**src/rtl/alu_ctrl_pkg.sv**
```systemverilog
// -----------------------------------------------------------------------------
// alu_ctrl_pkg
// Shared definitions for the ALU control sequencer: opcode encodings, ALU
// operation codes, FSM state encoding, instruction classes and the PC /
// write-back mux select codes.
// -----------------------------------------------------------------------------
package alu_ctrl_pkg;

   localparam int OPCODE_W = 4;

   // Opcode encodings
   localparam logic [OPCODE_W-1:0] OP_NOP  = 4'b0000;
   localparam logic [OPCODE_W-1:0] OP_ST   = 4'b0011;
   localparam logic [OPCODE_W-1:0] OP_ADD  = 4'b0100;
   localparam logic [OPCODE_W-1:0] OP_INC  = 4'b0101;
   localparam logic [OPCODE_W-1:0] OP_NEG  = 4'b0110;
   localparam logic [OPCODE_W-1:0] OP_SUB  = 4'b0111;
   localparam logic [OPCODE_W-1:0] OP_J    = 4'b1000;
   localparam logic [OPCODE_W-1:0] OP_BRZ  = 4'b1001;
   localparam logic [OPCODE_W-1:0] OP_JM   = 4'b1010;
   localparam logic [OPCODE_W-1:0] OP_BRN  = 4'b1011;
   localparam logic [OPCODE_W-1:0] OP_LD   = 4'b1110;
   localparam logic [OPCODE_W-1:0] OP_SVPC = 4'b1111;

   // ALU operation codes
   localparam logic [2:0] ALU_ADD  = 3'b100;
   localparam logic [2:0] ALU_INC  = 3'b010;
   localparam logic [2:0] ALU_NEG  = 3'b001;
   localparam logic [2:0] ALU_SUB  = 3'b000;
   localparam logic [2:0] ALU_PASS = 3'b111;

   // PC source select
   localparam logic [1:0] PC_SEL_NEXT = 2'b00;
   localparam logic [1:0] PC_SEL_REG  = 2'b01;
   localparam logic [1:0] PC_SEL_MEM  = 2'b10;

   // Register write-back source select
   localparam logic [1:0] WB_SEL_ALU = 2'b00;
   localparam logic [1:0] WB_SEL_MEM = 2'b01;
   localparam logic [1:0] WB_SEL_PC  = 2'b10;

   typedef enum logic [1:0] {
      ST_FETCH = 2'b00,
      ST_EXEC  = 2'b01,
      ST_MEM   = 2'b10,
      ST_WB    = 2'b11
   } state_t;

   typedef enum logic [2:0] {
      CLS_NOP    = 3'd0,
      CLS_ALU    = 3'd1,
      CLS_LOAD   = 3'd2,
      CLS_STORE  = 3'd3,
      CLS_JMEM   = 3'd4,
      CLS_JUMP   = 3'd5,
      CLS_BRANCH = 3'd6,
      CLS_SVPC   = 3'd7
   } op_class_t;

endpackage

```
**src/rtl/alu_ctrl_decode.sv**
```systemverilog
// -----------------------------------------------------------------------------
// alu_ctrl_decode
// Purely combinational opcode decoder.
//   opcode  in   registered opcode
//   aluop   out  ALU operation used during EXEC
//   cls     out  instruction class steering the sequencer
//   illegal out  opcode is undefined (decoded as NOP)
// -----------------------------------------------------------------------------
module alu_ctrl_decode
   import alu_ctrl_pkg::*;
(
   input  logic [OPCODE_W-1:0] opcode,
   output logic [2:0]          aluop,
   output op_class_t           cls,
   output logic                illegal
);

   always_comb begin
      aluop   = ALU_PASS;
      cls     = CLS_NOP;
      illegal = 1'b0;
      unique case (opcode)
         OP_NOP:  cls = CLS_NOP;
         OP_ADD:  begin cls = CLS_ALU; aluop = ALU_ADD; end
         OP_INC:  begin cls = CLS_ALU; aluop = ALU_INC; end
         OP_NEG:  begin cls = CLS_ALU; aluop = ALU_NEG; end
         OP_SUB:  begin cls = CLS_ALU; aluop = ALU_SUB; end
         OP_LD:   cls = CLS_LOAD;
         OP_ST:   cls = CLS_STORE;
         OP_JM:   cls = CLS_JMEM;
         OP_J:    cls = CLS_JUMP;
         OP_BRZ,
         OP_BRN:  cls = CLS_BRANCH;
         OP_SVPC: cls = CLS_SVPC;
         default: illegal = 1'b1;
      endcase
   end

endmodule

```
**src/rtl/alu_control_fsm.sv**
```systemverilog
// -----------------------------------------------------------------------------
// alu_control_fsm
// Multi-cycle FETCH/EXEC/MEM/WB sequencer driving the ALU op-select, register
// file, data memory and PC, and holding the architectural Z/N flags.
//   clk, rst_n        clock, asynchronous active-low reset
//   in_instr_valid    opcode offered by fetch
//   out_instr_ready   opcode accepted (FETCH only)
//   in_opcode         opcode, captured on valid & ready
//   in_alu_zero/neg   ALU flags, latched when an ALU op leaves EXEC
//   out_ctrl_aluop    ALU operation (pass outside EXEC)
//   out_reg_write, out_mem_read, out_mem_write, out_pc_write   strobes
//   out_pc_sel, out_wb_sel   mux selects
//   out_flag_z/n      architectural flags
//   out_illegal       one-cycle pulse in EXEC of an undefined opcode
// All outputs depend only on state, registered opcode and registered flags.
// -----------------------------------------------------------------------------
module alu_control_fsm
   import alu_ctrl_pkg::*;
#(
   parameter int OPW = OPCODE_W
)(
   input  logic           clk,
   input  logic           rst_n,
   input  logic           in_instr_valid,
   output logic           out_instr_ready,
   input  logic [OPW-1:0] in_opcode,
   input  logic           in_alu_zero,
   input  logic           in_alu_neg,
   output logic [2:0]     out_ctrl_aluop,
   output logic           out_reg_write,
   output logic           out_mem_read,
   output logic           out_mem_write,
   output logic           out_pc_write,
   output logic [1:0]     out_pc_sel,
   output logic [1:0]     out_wb_sel,
   output logic           out_flag_z,
   output logic           out_flag_n,
   output logic           out_illegal
);

   state_t          state, state_nxt;
   logic [OPW-1:0]  opcode_q;
   logic            flag_z_q, flag_n_q;
   logic [2:0]      dec_aluop;
   op_class_t       dec_cls;
   logic            dec_illegal;
   logic            branch_taken;

   alu_ctrl_decode u_decode (
      .opcode  (opcode_q),
      .aluop   (dec_aluop),
      .cls     (dec_cls),
      .illegal (dec_illegal)
   );

   always_ff @(posedge clk or negedge rst_n) begin
      if (!rst_n) begin
         state    <= ST_FETCH;
         opcode_q <= OP_NOP;
         flag_z_q <= 1'b0;
         flag_n_q <= 1'b0;
      end else begin
         state <= state_nxt;
         if (state == ST_FETCH && in_instr_valid)
            opcode_q <= in_opcode;
         // Flags only move when an ALU op leaves EXEC.
         if (state == ST_EXEC && dec_cls == CLS_ALU) begin
            flag_z_q <= in_alu_zero;
            flag_n_q <= in_alu_neg;
         end
      end
   end

   // BRZ and BRN differ only in which registered flag they test.
   assign branch_taken = (opcode_q == OP_BRN) ? flag_n_q : flag_z_q;

   always_comb begin
      state_nxt      = state;
      out_ctrl_aluop = ALU_PASS;
      out_reg_write  = 1'b0;
      out_mem_read   = 1'b0;
      out_mem_write  = 1'b0;
      out_pc_write   = 1'b0;
      out_pc_sel     = PC_SEL_NEXT;
      out_wb_sel     = WB_SEL_ALU;
      out_illegal    = 1'b0;
      unique case (state)
         ST_FETCH: begin
            if (in_instr_valid)
               state_nxt = ST_EXEC;
         end
         ST_EXEC: begin
            out_ctrl_aluop = dec_aluop;
            unique case (dec_cls)
               CLS_ALU, CLS_SVPC:           state_nxt = ST_WB;
               CLS_LOAD, CLS_STORE, CLS_JMEM: state_nxt = ST_MEM;
               CLS_JUMP: begin
                  out_pc_sel   = PC_SEL_REG;
                  out_pc_write = 1'b1;
                  state_nxt    = ST_FETCH;
               end
               CLS_BRANCH: begin
                  out_pc_sel   = branch_taken ? PC_SEL_REG : PC_SEL_NEXT;
                  out_pc_write = 1'b1;
                  state_nxt    = ST_FETCH;
               end
               default: begin
                  out_illegal  = dec_illegal;
                  out_pc_write = 1'b1;
                  state_nxt    = ST_FETCH;
               end
            endcase
         end
         ST_MEM: begin
            unique case (dec_cls)
               CLS_LOAD: begin
                  out_mem_read = 1'b1;
                  state_nxt    = ST_WB;
               end
               CLS_STORE: begin
                  out_mem_write = 1'b1;
                  out_pc_write  = 1'b1;
                  state_nxt     = ST_FETCH;
               end
               default: begin
                  out_mem_read = 1'b1;
                  out_pc_sel   = PC_SEL_MEM;
                  out_pc_write = 1'b1;
                  state_nxt    = ST_FETCH;
               end
            endcase
         end
         default: begin
            out_reg_write = 1'b1;
            out_pc_write  = 1'b1;
            state_nxt     = ST_FETCH;
            if (dec_cls == CLS_LOAD)
               out_wb_sel = WB_SEL_MEM;
            else if (dec_cls == CLS_SVPC)
               out_wb_sel = WB_SEL_PC;
         end
      endcase
   end

   // Ready is masked by rst_n so fetch never sees a handshake during reset.
   assign out_instr_ready = rst_n && (state == ST_FETCH);
   assign out_flag_z      = flag_z_q;
   assign out_flag_n      = flag_n_q;

endmodule

```
**config.mk**
```make
export PLATFORM = sky130hd
export DESIGN_NAME = alu_control_fsm
export DESIGN_NICKNAME = d
export VERILOG_FILES = /design/src/rtl/alu_ctrl_pkg.sv /design/src/rtl/alu_ctrl_decode.sv /design/src/rtl/alu_control_fsm.sv
export SDC_FILE = /design/constraint.sdc
export NUM_CORES = 1
export LEC_CHECK = 0
export ABC_AREA = 1
export BUFFER_PORTS_ARGS = -buffer_cell sky130_fd_sc_hd__buf_2
export CAP_MARGIN = 20
export CORE_MARGIN = 3
export CORE_UTILIZATION = 43
export DETAILED_ROUTE_END_ITERATION = 6
export PLACE_DENSITY = 0.73
export SYNTH_ARGS = -nofsm -noshare
export SYNTH_HDL_FRONTEND = slang
export SYNTH_HIERARCHICAL = 1
export SYNTH_SLANG_ARGS = --single-unit
```
**constraint.sdc**
```tcl
create_clock -name clk -period 1.8 [get_ports clk]
set_clock_uncertainty 0.15 [all_clocks]
set_input_delay 0.18 -clock clk [delete_from_list [all_inputs] [get_ports clk]]
set_output_delay 0.18 -clock clk [all_outputs]
set_load 0.02 [all_outputs]
```
# == After elaboration in Yosys (flattened, before gate mapping) ==
# Cells that the tools add are included.
# totals
register_bits,8
in_bits,9
output_inout_bits,15
wordCells,65
# op_classes
n_eq_ne,21
n_mux,26
reduce_logical,14
# op_table
cell,count
"equality test 4 bit, second input constant",6
case mux 3 bit (7 select lines),1
"equality test 4 x 3 -> 1 bit, second input constant",4
"equality test 3 bit, second input constant",4
2-to-1 mux 1 bit,12
2-to-1 mux 2 bit,6
case mux 3 bit (4 select lines),1
OR reduction 12 bit,1
case mux 2 bit (2 select lines),2
OR reduction 7 bit,1
"equality test 3 x 2 -> 1 bit, second input constant",2
case mux 2 bit (3 select lines),1
OR reduction 2 bit,3
OR reduction 3 bit,2
OR reduction 5 bit,1
"equality test 4 x 2 -> 1 bit, second input constant",1
logical NOT 4 bit,1
OR reduction 4 bit,1
"equality test 3 x 1 -> 1 bit, second input constant",1
logical AND 1 bit,3
2-to-1 mux 3 bit,1
case mux 1 bit (3 select lines),1
"equality test 2 x 1 -> 1 bit, second input constant",1
"equality test 2 bit, second input constant",1
3 further kinds,3

# == Logic depth before layout (Yosys ltp) ==
# Gate-level depths: netlist (run 1).
# depth
ltp_word,7
ltp_mapped,13
depth_no_buf,13

# == By module ==
# The synthesis (run 1) kept the hierarchy.
# modules_own_cells
mod,instances,cells_per_inst,area_per_inst_um2,seq_area_each_um2
alu_control_fsm,1,83,573.0,200.2
alu_ctrl_decode,1,25,103.8,0.0

# == Least setup slack after synthesis (run 1) ==
# No wires, ideal clock.
# synth_path
kind,register to output
startpoint,register opcode_q[1]
endpoint,output port out_pc_sel[1]
arrival_time_ns,1.867
required_ns,1.470
slack_ns,-0.397
path_stages_with_launch,6
n_path_buf,0
cell_sequence,dfrtp_1 > nand2_1 > o21ai_0 > inv_1 > a31oi_1 > and3_1
# synth_via
elab_chain_cells,7
word_cells_on_any_way,19
classes_between,eq/ne: 13; mux: 3; reduce/logical: 3
# synth_rtl
item,line,rtl
from (decl),alu_control_fsm.sv:42,logic [OPW-1:0] opcode_q;
from (signal assigned),alu_control_fsm.sv:65,opcode_q <= in_opcode;
equality test 4 x 3 -> 1 bit or equality test 4 bit (tied branches),alu_ctrl_decode.sv:22,unique case (opcode)
OR reduction 4 bit (no source line) or OR reduction 2 bit (tied branches),--,
case mux 3 bit (7 select lines) *,alu_ctrl_decode.sv:22,
named net dec_cls[2],alu_control_fsm.sv:45,op_class_t dec_cls;
equality test 3 x 2 -> 1 bit,alu_control_fsm.sv:115,unique case (dec_cls)
OR reduction 2 bit (no source line) *,--,
2-to-1 mux 2 bit *,alu_control_fsm.sv:115,
case mux 2 bit (2 select lines) *,alu_control_fsm.sv:87,unique case (state)
to (decl),alu_control_fsm.sv:34,"output logic [1:0] out_pc_sel,"
# The timed path passes the listed nets; every way through them passes the cells marked *.

# == Worst setup path after layout (run 1) ==
# layout_path
startpoint,register opcode_q[2]
endpoint,output port out_illegal
# layout_via
elab_chain_cells,7
word_cells_on_any_way,27
classes_between,eq/ne: 18; mux: 4; reduce/logical: 5
# layout_rtl
item,line,rtl
equality test 4 x 3 -> 1 bit or equality test 4 bit (tied branches),alu_ctrl_decode.sv:22,
OR reduction 4 bit (no source line) or OR reduction 2 bit (tied branches),--,
case mux 3 bit (7 select lines) *,alu_ctrl_decode.sv:22,
named net dec_cls[1],alu_control_fsm.sv:45,
equality test 3 x 1 -> 1 bit (tied with other cells),alu_control_fsm.sv:94,unique case (dec_cls)
OR reduction 7 bit (no source line) *,--,
2-to-1 mux 1 bit *,alu_control_fsm.sv:94,
2-to-1 mux 1 bit *,alu_control_fsm.sv:87,
to (decl),alu_control_fsm.sv:38,output logic out_illegal
# Marks and branches as above.

==> results of run 1 <==
kinds of logic (layout without fill, tap and decap cells):
group,after synthesis,in the layout,synth area share [%]
and+or+nand+nor,58,58,35.7
buffers and inverters,20,72,11.1
AOI/OAI and AO/OA,15,15,11.3
DFF,8,8,29.6
adders and majority gates,4,4,7.39
muxes,3,3,4.99
routing by layer:
metal	track usage, %	vias to the layer above
met5	0	-
met4	11.1	0
met3	1.98	37
met2	46.8	103
met1	29.2	486
li1	-	445
through the flow:
step                hold slack (ps)  TNS [ps]  cell area [µm²]  worst slack (ps)
finish                         24.7     -3730             1310              -433
global route                   29.7     -4370             1310              -496
CTS                            11.0     -1160             1140              -186
detailed placement             -115      -135              930             -46.2
global placement               -118     -9.36              930             -9.36
floorplan                      -266     -96.9              698             -58.1
final cells by class:
| type | count | area share [%] |
|---|---|---|
| clock buffer | 3 | 1.72 |
| sequential | 8 | 15.6 |
| multi-input combinational | 80 | 45.7 |
| inverter | 20 | 5.75 |
| tap | 15 | 1.44 |
| timing repair buffer | 49 | 29.8 |
what timing repair did:
item                                   4_1_cts  5_1_grt
pin swaps                                   14       10
setup endpoints to repair                   11       15
endpoints found under the hold margin        8        0
resized for setup                           42       40
buffers inserted                             6        7
hold buffers                                 1        0
synth_stat cells:
cell,number,area [µm²]
nand2_1,29,109
inv_1,20,75.1
nor2_1,15,56.3
dfrtp_1,8,200
a21oi_1,6,30.0
nand3_1,6,30.0
o21ai_0,5,25.0
ha_1,4,50.1
mux2_2,3,33.8
nor3_1,3,15.0
o21ai_1,3,15.0
or2_2,3,18.8
a31oi_1,1,6.26
and3_1,1,6.26
nand4_1,1,6.26
critical path, delay by kind of cell, from the launching register on:
kind,cells,cell delay (ps)
buffers and inverters,4,420
DFF,1,450
and+or+nand+nor,8,770
registers in the layout, summed over array words and instances (netlist names):
register    cells
out_flag_n      1
opcode_q        4
state           2
out_flag_z      1
path summary, 6_finish.rpt:
path	to	startpoint	slack [ps]
setup / recovery	out_illegal	opcode_q[2]$_DFFE_PN0P_	-430
hold / removal	opcode_q[2]$_DFFE_PN0P_	in_opcode[2]	20
setup reg to reg	state[1]$_DFFE_PN0P_	opcode_q[2]$_DFFE_PN0P_	-230
hold reg to reg	out_flag_z$_DFFE_PN0P_	out_flag_z$_DFFE_PN0P_	400
max in group asynchronous	opcode_q[1]$_DFFE_PN0P_	rst_n	1150
min in group asynchronous	out_flag_n$_DFFE_PN0P_	rst_n	160
==> reports/metrics.csv, run 1 <==
stage,metric,value,unit
outcome,status,finished with violations,
outcome,failing checks,negative setup slack,
layout,area of the multi-input gates,597,µm²
clock_tree,"Reg clk slew, reported paths",50,ps
synth,Syn Area/Cell,6.27,µm²
drt,router iterations before antenna repair,4,
clock_tree,worst-skew pair later-pin latency,250,ps
die,Die Y,45.7,µm
drt,WL met3,299,µm
timing,relative slew slack,81.9,%
drt,Via Count,1071,
drt,routed wire length per instance,19.0,µm
layout,Layout area overhead,93.0,%
timing,Slew @ Worst Pin,271,ps
layout,Final nets,175,
critical_path,Setup crit start kind,flop,
critical_path,Crit Path Class,flop to output pin,
synth,"Seq/Total Area, Yosys",29.6,%
min_path,hold path cells,2,
die,area of the core,1380,µm²
timing,final hold vios,0,
die,Starting Density,49.0,%
synth,Mapped Area,677,µm²
placed_design,RD Place Congestion,0.814,
synth,number of distinct library cells after synthesis,15,
synth,"Warnings, synthesis",6,
clock_tree,clock buffer count from CTS,3,
drt,Top Layer Used,met4,
global_route,first-pass GRT wire length,3820,µm
drt,# DRC,0,
timing,post-layout minimum cycle time,2230,ps
global_route,largest net degree at the start of global routing,10,
clock_tree,maximum buffer depth of the clock tree,2,
critical_path,FF-to-FF path depth,15,
clock_tree,clock sink total,8,
clock_tree,total number of H-tree levels,1,
clock_tree,Clock Tree Root,clkbuf_4,
critical_path,crit-path max FO,4,
drt,met2 wire length,1690,µm
layout,"Cell Count, Final, Fillers Out",175,
drt,Via density,6.12,
die,DIE AREA,2090,µm²
critical_path,worst-path cell chain,inv_2 > nand2_4 > nand2_1 > nand2_1 > inv_2 > buf_6 > nand2_2 > nand2_4 > nand2_4 > nand3_2 > nor2_2 > buf_6,
critical_path,CP arrival,1900,ps
critical_path,Critical Path End Type,output pin,
global_route,initial antenna violation count,0,
layout,sequential cell area,204,µm²
placed_design,PortBufs,23,
drt,Iter 0 DRT Violations,71,
die,Die Span X,45.7,µm
timing,final period utilization,124,%
critical_path,"most used cell, CP",nand2_4,
synth,syn_nets,121,
layout,"most common cell after layout, fill and taps aside",buf_4,
job,maxcap violations,0,
clock_tree,TritonCTS clock tree,yes,
synth,Syn Inst Count,108,
die,# rows,13,
die,IO Count,24,
timing,"Setup violations, final",13,
min_path,min-delay worst type,input port to flop,
layout,fill count,42,
timing,RSZ-0062 raised after global routing,true,
drt,Routed Antenna Nets,0,
timing,FMAX,0.448,GHz
critical_path,CP required,1470,ps
layout,layout cells sized above 1,62.5,%
global_route,number of global-route vias before repair,891,
critical_path,Critical Path Max Stage Delay,450,ps
placed_design,Inst Count DP,159,
synth,Yosys reg bits,8,
drt,M1 WL,1070,µm
global_route,grt total ovfl,0,
layout,n_diodes,0,
drt,WL final,3330,µm
global_route,GRT Util Overall,25.4,%
layout,post-layout util,94.5,%
layout,"commonest cells after routing, fill and taps aside","buf_4, nand2_1, inv_1, buf_6, buf_2",
timing,fin. max-slew vios,0,
timing,Setup WS post-layout,-433,ps
placed_design,DPL Wire Length,1460,µm
critical_path,"Slowest-stage cell, CP",dfrtp_1,
Power of run 1 is not shown: default switching activity piles up to over one toggle a cycle in this logic, so the estimate is an artifact.
==> inputs of run 2 (changes only) <==
- ABC_AREA: 1 -> not set
- CORE_UTILIZATION: 43 -> 44
- PLACE_DENSITY: 0.73 -> 0.74
==> run 2 against run 1 <==
Compared with the run above:
- the flow still finishes with violations (negative setup slack)
- critical path type unchanged
- area after synthesis up 7.8%
- via count down 15%
- utilization down 6.6 points
- sequential cell count unchanged
- critical endpoint is now out_wb_sel[0]
- register-to-register slack worse by 60 ps
- largest cell class unchanged
- die area up 4.6%
==> reports/metrics.csv, run 2 <==
stage,metric,value,unit
outcome,status,finished with violations,
outcome,failing checks,negative setup slack,
synth,largest area contributor in the netlist,dfrtp_1,
clock_tree,clock buffer count from CTS,3,
critical_path,CP arrival,1940,ps
drt,Via Count,915,
die,DIE AREA,2180,µm²
layout,max reg flops,4,
die,Starting Density,47.3,%
layout,"most common cell after layout, fill and taps aside",buf_4,
die,Die Y,46.7,µm
pwr,PD cells,2330,nW/µm²
synth,Syn Area/Cell,8.38,µm²
pwr,maximum vdd drop,1420,µV
synth,most common library cells after synthesis,"nand2_1, dfrtp_1, inv_1",
timing,relative slew slack,77.3,%
global_route,GRT Util Overall,26.2,%
die,IO Count,24,
layout,Regs by FF count,"opcode_q (4), state (2)",
layout,"commonest cells after routing, fill and taps aside","buf_4, buf_6, buf_2",
global_route,number of global-route vias before repair,902,
synth,Synth top area share,27.4,%
critical_path,crit-path max FO,6,
synth,top-count cell post-synth,nand2_1,
synth,"Warnings, synthesis",6,
die,Die Span X,46.7,µm
critical_path,Crit Path Class,flop to output pin,
placed_design,DPL Wire Length,1440,µm
timing,final hold vios,0,
synth,syn_nets,100,
timing,Slew @ Worst Pin,341,ps
clock_tree,maximum buffer depth of the clock tree,2,
timing,post-layout minimum cycle time,2270,ps
synth,number of distinct library cells after synthesis,34,
layout,n_diodes,0,
clock_tree,clock sink total,8,
timing,Setup WS post-layout,-468,ps
timing,"Setup violations, final",12,
synth,Compound-Gate Fraction of Synth Area,18.7,%
timing,RSZ-0062 raised after global routing,true,
global_route,initial antenna violation count,0,
timing,WHS,1.26,ps
synth,Syn Inst Count,87,
synth,Mapped Area,729,µm²
pwr,Comb power frac,81.5,%
die,# rows,14,
pwr,Lkg Pwr,0.651,nW
timing,Setup TNS,-4040,ps
synth,"Seq/Total Area, Yosys",27.4,%
synth,adder-cell share of the synthesized area,6.86,%
layout,fill count,73,
pwr,Clock Power Share,4.7,%
clock_tree,TritonCTS clock tree,yes,
placed_design,PortBufs,23,
placed_design,Inst Count DP,141,
placed_design,RD Place Congestion,0.837,
clock_tree,"Reg clk slew, reported paths",60,ps
synth,xor and xnor fraction of the mapped netlist area,0,%
synth,main flop type after synthesis,dfrtp_1,
job,maxcap violations,0,
drt,Routed Antenna Nets,0,
drt,# DRC,0,
pwr,Psw,1.44,mW
layout,layout cells sized above 1,61.8,%
synth,largest family of logic cells by synthesized area,simple AND/OR/NAND/NOR gates,
critical_path,Setup crit start kind,flop,
clock_tree,worst-skew pair later-pin latency,260,ps
synth,Post-Synth Simple-Gate Area,28.3,%
drt,WL final,2790,µm
synth,Synth area leaders,"dfrtp_1, mux2_2, ha_1",
timing,FMAX,0.441,GHz
min_path,min-delay worst type,input port to flop,
global_route,grt total ovfl,0,
layout,Final nets,158,
timing,fin. max-slew vios,0,
drt,Via density,5.72,
synth,number of flops mapped to enable cells by yosys,0,
die,area of the core,1540,µm²
layout,"Cell Count, Final, Fillers Out",160,
layout,Top reg by flops,opcode_q,
synth,Yosys reg bits,8,
pwr,sw frac,45.6,%
pwr,P_int,1.72,mW
critical_path,Critical Path End Type,output pin,
drt,router iterations before antenna repair,4,
synth,"Async S/R FF share, synth",100,%
critical_path,CP required,1470,ps
global_route,first-pass GRT wire length,3980,µm
synth,mux contribution to synthesized area,10.6,%
global_route,largest net degree at the start of global routing,10,
layout,Layout area overhead,85.8,%
drt,routed wire length per instance,17.4,µm
clock_tree,Clock Tree Root,clkbuf_4,
timing,final period utilization,126,%
drt,Iter 0 DRT Violations,18,
clock_tree,total number of H-tree levels,1,
pwr,power share of the sequential group,13.8,%
## run 2: changes by cell type in the layout (fill, tap and decap cells not counted), sizes merged, moves of 3 or more
cell / change
nand2: -18
or2: -3
nand2b: +6
inv: -13
mux2: +3
nand3: -4
buf: +6
nor2: -9
## run 2: area by class of cell
cell class                 count  area [µm²]  area share (%)
multi-input combinational     68         604            44.6
timing repair buffer          57         473            34.9
sequential                     8         205            15.1
clock buffer                   4        26.3            1.94
inverter                       7        26.3            1.94
tap                           16        20.0            1.48
## run 2: final timing paths
kind                                         start                      end  slack [ps]  cells after the start
min in group asynchronous                    rst_n  opcode_q[0]$_DFFE_PN0P_         140                      2
max reg2reg                opcode_q[2]$_DFFE_PN0P_     state[0]$_DFFE_PN0P_        -290                      9
min                                   in_opcode[2]  opcode_q[2]$_DFFE_PN0P_           1                      2
min reg2reg                 out_flag_z$_DFFE_PN0P_   out_flag_z$_DFFE_PN0P_         400                      1
max                        opcode_q[2]$_DFFE_PN0P_            out_wb_sel[0]        -470                      7
max in group asynchronous                    rst_n  opcode_q[2]$_DFFE_PN0P_        1180                      2
## run 2: repair_timing
action                                  in CTS  in global routing
gates resized for setup                     28                 26
buffers inserted                            10                  4
pin swaps                                   10                  8
hold buffers                                 3                  0
endpoints found under the setup margin      12                 15
hold endpoints to repair                    10                  0
## run 2: cells by family (layout without fill, tap and decap cells)
kind of cell / count (synthesis) / in the layout
mux: 7 / 7
simple gates: 36 / 36
buf+inv: 11 / 68
fa+ha+maj: 4 / 4
flops: 8 / 8
compound gates: 21 / 21
## run 2: power groups by stage
stage	registers, mW	logic (mW)	clock network, mW
2_1_floorplan	0.417	1.12	0
3_3_place_gp	0.396	1.65	0
3_5_place_dp	0.407	1.69	0
4_1_cts	0.409	2.17	0.150
5_1_grt	0.450	2.71	0.162
6_report	0.437	2.57	0.148
## run 2: per-layer routing
metal | vias up | routed length, µm | global-route usage (%)
met5 | - | 0 | 0
met1 | 441 | 1120 | 30.9
li1 | 427 | - | -
met3 | 8 | 142 | 3.91
met2 | 39 | 1440 | 45.3
met4 | 0 | 85 | 13.8
## run 2: critical path: stages, from the launching register on
cell      delay, ps
dfrtp_2         460
buf_4           160
o32ai_4         370
buf_6           160
nand2b_4         70
buf_6           120
nor3b_2         150
buf_4           160
## run 2: through the flow
stage	setup WS [ps]	utilization [%]	power, mW	instance area, µm²
2_1_floorplan	-120	-	1.53	779
3_3_place_gp	-155	66.1	2.05	1020
3_5_place_dp	-198	66.1	2.09	1020
4_1_cts	-415	81.1	2.73	1250
5_1_grt	-528	87.9	3.32	1360
6_report	-468	87.9	3.16	1360
Power figures use the tool's default switching activity.
==> inputs of run 3 (changes only) <==
- CORE_UTILIZATION: 44 -> 43
- SYNTH_HIERARCHICAL: 1 -> not set
==> run 3 against run 2 <==
Compared with the run above:
- the run still ends with negative setup slack left
- setup slack better by 440 ps
- hold slack gained 12 ps
- utilization is 15 points lower
- area after synthesis is 9.3% lower
- clock power fell by 7%
- critical path depth shrank 1
- die area fell by 6.2%
- highest routed layer unchanged
==> reports/metrics.csv, run 3 <==
stage,metric,value,unit
outcome,status,finished with violations,
outcome,failing checks,negative setup slack,
layout,Regs by FF count,"opcode_q (4), state (2)",
clock_tree,clock buffer count from CTS,3,
layout,n_diodes,0,
job,maxcap violations,0,
timing,Setup WS post-layout,-25.8,ps
timing,RSZ-0062 raised after global routing,true,
synth,syn_nets,89,
die,Die Span X,45.2,µm
placed_design,PortBufs,23,
die,Die Y,45.2,µm
synth,Yosys reg bits,8,
synth,Synth top area share,30.2,%
die,# rows,13,
critical_path,crit-path max FO,3,
layout,Layout area overhead,49.5,%
synth,main flop type after synthesis,dfrtp_1,
layout,"commonest cells after routing, fill and taps aside","buf_2, buf_4, dfrtp_1",
synth,top-count cell post-synth,dfrtp_1,
drt,routed wire length per instance,13.6,µm
die,Starting Density,48.4,%
drt,router iterations before antenna repair,4,
clock_tree,clock sink total,8,
clock_tree,maximum buffer depth of the clock tree,2,
clock_tree,TritonCTS clock tree,yes,
layout,Top reg by flops,opcode_q,
synth,Syn Area/Cell,8.83,µm²
layout,max reg flops,4,
die,DIE AREA,2050,µm²
layout,"Cell Count, Final, Fillers Out",126,
global_route,GRT Util Overall,18.9,%
placed_design,placed cell area,817,µm²
critical_path,Critical Path End Type,output pin,
pwr,maximum vdd drop,908,µV
synth,Synth area leaders,"dfrtp_1, mux2_2, ha_1",
layout,"most common cell after layout, fill and taps aside",buf_2,
global_route,number of global-route vias before repair,706,
global_route,largest net degree at the start of global routing,16,
drt,Routed Antenna Nets,0,
global_route,first-pass GRT wire length,2800,µm
placed_design,Inst Count DP,115,
placed_design,DPL Wire Length,1160,µm
synth,largest area contributor in the netlist,dfrtp_1,
clock_tree,Clock Tree Root,clkbuf_4,
synth,Syn Inst Count,75,
timing,fin. max-slew vios,0,
synth,number of distinct library cells after synthesis,31,
min_path,min-delay worst type,input port to flop,
critical_path,Crit Path Class,flop to output pin,
drt,Iter 0 DRT Violations,10,
synth,"Warnings, synthesis",0,
timing,relative slew slack,84.0,%
synth,Mapped Area,662,µm²
global_route,initial antenna violation count,0,
timing,FMAX,0.548,GHz
critical_path,worst-path cell chain,inv_2 > ha_4 > and4b_1 > o21ai_1 > a21oi_1 > buf_4,
global_route,grt total ovfl,0,
layout,Final nets,127,
layout,post-layout util,72.4,%
critical_path,Critical Path Max Stage Delay,380,ps
critical_path,"Slowest-stage cell, CP",dfrtp_1,
timing,"Setup violations, final",2,
synth,"Seq/Total Area, Yosys",30.2,%
drt,Via Count,685,
layout,layout cells sized above 1,46.8,%
clock_tree,total number of H-tree levels,1,
critical_path,CP arrival,1500,ps
timing,post-layout minimum cycle time,1830,ps
synth,number of flops mapped to enable cells by yosys,0,
pwr,PD cells,1580,nW/µm²
drt,WL final,1710,µm
critical_path,Setup crit start kind,flop,
layout,Final Cell Area,990,µm²
clock_tree,worst-skew pair later-pin latency,260,ps
die,area of the core,1370,µm²
timing,final period utilization,101,%
drt,Via density,5.44,
die,IO Count,24,
synth,"Async S/R FF share, synth",100,%
timing,Setup TNS,-44.0,ps
clock_tree,"Reg clk slew, reported paths",60,ps
placed_design,RD Place Congestion,0.750,
placed_design,Post-Place Setup Slack,141,ps
pwr,Lkg Pwr,0.479,nW
synth,most common library cells after synthesis,"dfrtp_1, nand2_1, mux2_2, o21ai_0",
drt,# DRC,0,
critical_path,CP required,1470,ps
timing,final hold vios,0,
timing,Slew @ Worst Pin,240,ps
==> run 3: routing by layer <==
layer	track usage (%)	share of wire, %	wire [µm]
met1	22.1	44	750
met2	32.5	49	833
met3	3.59	4.6	79
met4	9.94	2.6	45
met5	0	0	0
==> run 3: area by class of cell <==
cell class | count | area, µm²
clock buffer | 3 | 22.5
fill | 108 | 377
inverter | 3 | 11.3
multi-input combinational | 59 | 472
sequential | 8 | 200
tap | 15 | 18.8
timing repair buffer | 38 | 265
==> run 3: final timing paths <==
check | start | to | slack, ps | cells after the start
worst max-delay path | state[0]$_DFFE_PN0P_ | out_pc_sel[0] | -30 | 6
worst min-delay path | in_alu_zero | out_flag_z$_DFFE_PN0P_ | 10 | 2
worst max register to register | state[0]$_DFFE_PN0P_ | state[1]$_DFFE_PN0P_ | 30 | 7
worst min register to register | out_flag_n$_DFFE_PN0P_ | out_flag_n$_DFFE_PN0P_ | 390 | 1
max in group asynchronous | rst_n | out_flag_n$_DFFE_PN0P_ | 1160 | 2
min in group asynchronous | rst_n | state[0]$_DFFE_PN0P_ | 160 | 2
==> run 3: per-stage QoR <==
stage,power (mW),hold WS [ps]
2_1_floorplan,0.970,-266
3_3_place_gp,1.21,-115
3_5_place_dp,1.23,-114
4_1_cts,1.45,4.85
5_1_grt,1.70,12.8
6_report,1.57,13.1
==> run 3: report_power, final <==
group | internal [mW] | total (mW) | switching [mW]
Sequential | 0.263 | 0.325 | 0.0619
Combinational | 0.520 | 1.10 | 0.585
Clock | 0.0763 | 0.137 | 0.0606
Total | 0.859 | 1.57 | 0.707
==> run 3: repair_timing <==
item / 4_1_cts / 5_1_grt
resized for setup: 12 / 13
endpoints found under the hold margin: 11 / 0
setup endpoints to repair: 6 / 8
pin swaps: 2 / 2
hold buffers: 4 / 0
setup buffers: 2 / 2
==> run 3: cells by family (layout without fill, tap and decap cells) <==
kind of cell | after synthesis | after routing | share of synthesized area [%]
xor gates and xnor gates | 2 | 2 | 2.65
AOI/OAI and AO/OA | 20 | 20 | 19.1
DFF | 8 | 8 | 30.2
and+or+nand+nor | 26 | 26 | 21.9
muxes | 6 | 6 | 10.2
buffers and inverters | 8 | 44 | 6.43
adders and majority gates | 5 | 5 | 9.45
==> run 3: critical path, delay by kind of cell (launching register included) <==
kind | cells | cell delay [ps]
adders and majority gates | 1 | 260
buffers and inverters | 2 | 240
DFF | 1 | 380
AOI/OAI and AO/OA | 2 | 180
and+or+nand+nor | 1 | 180
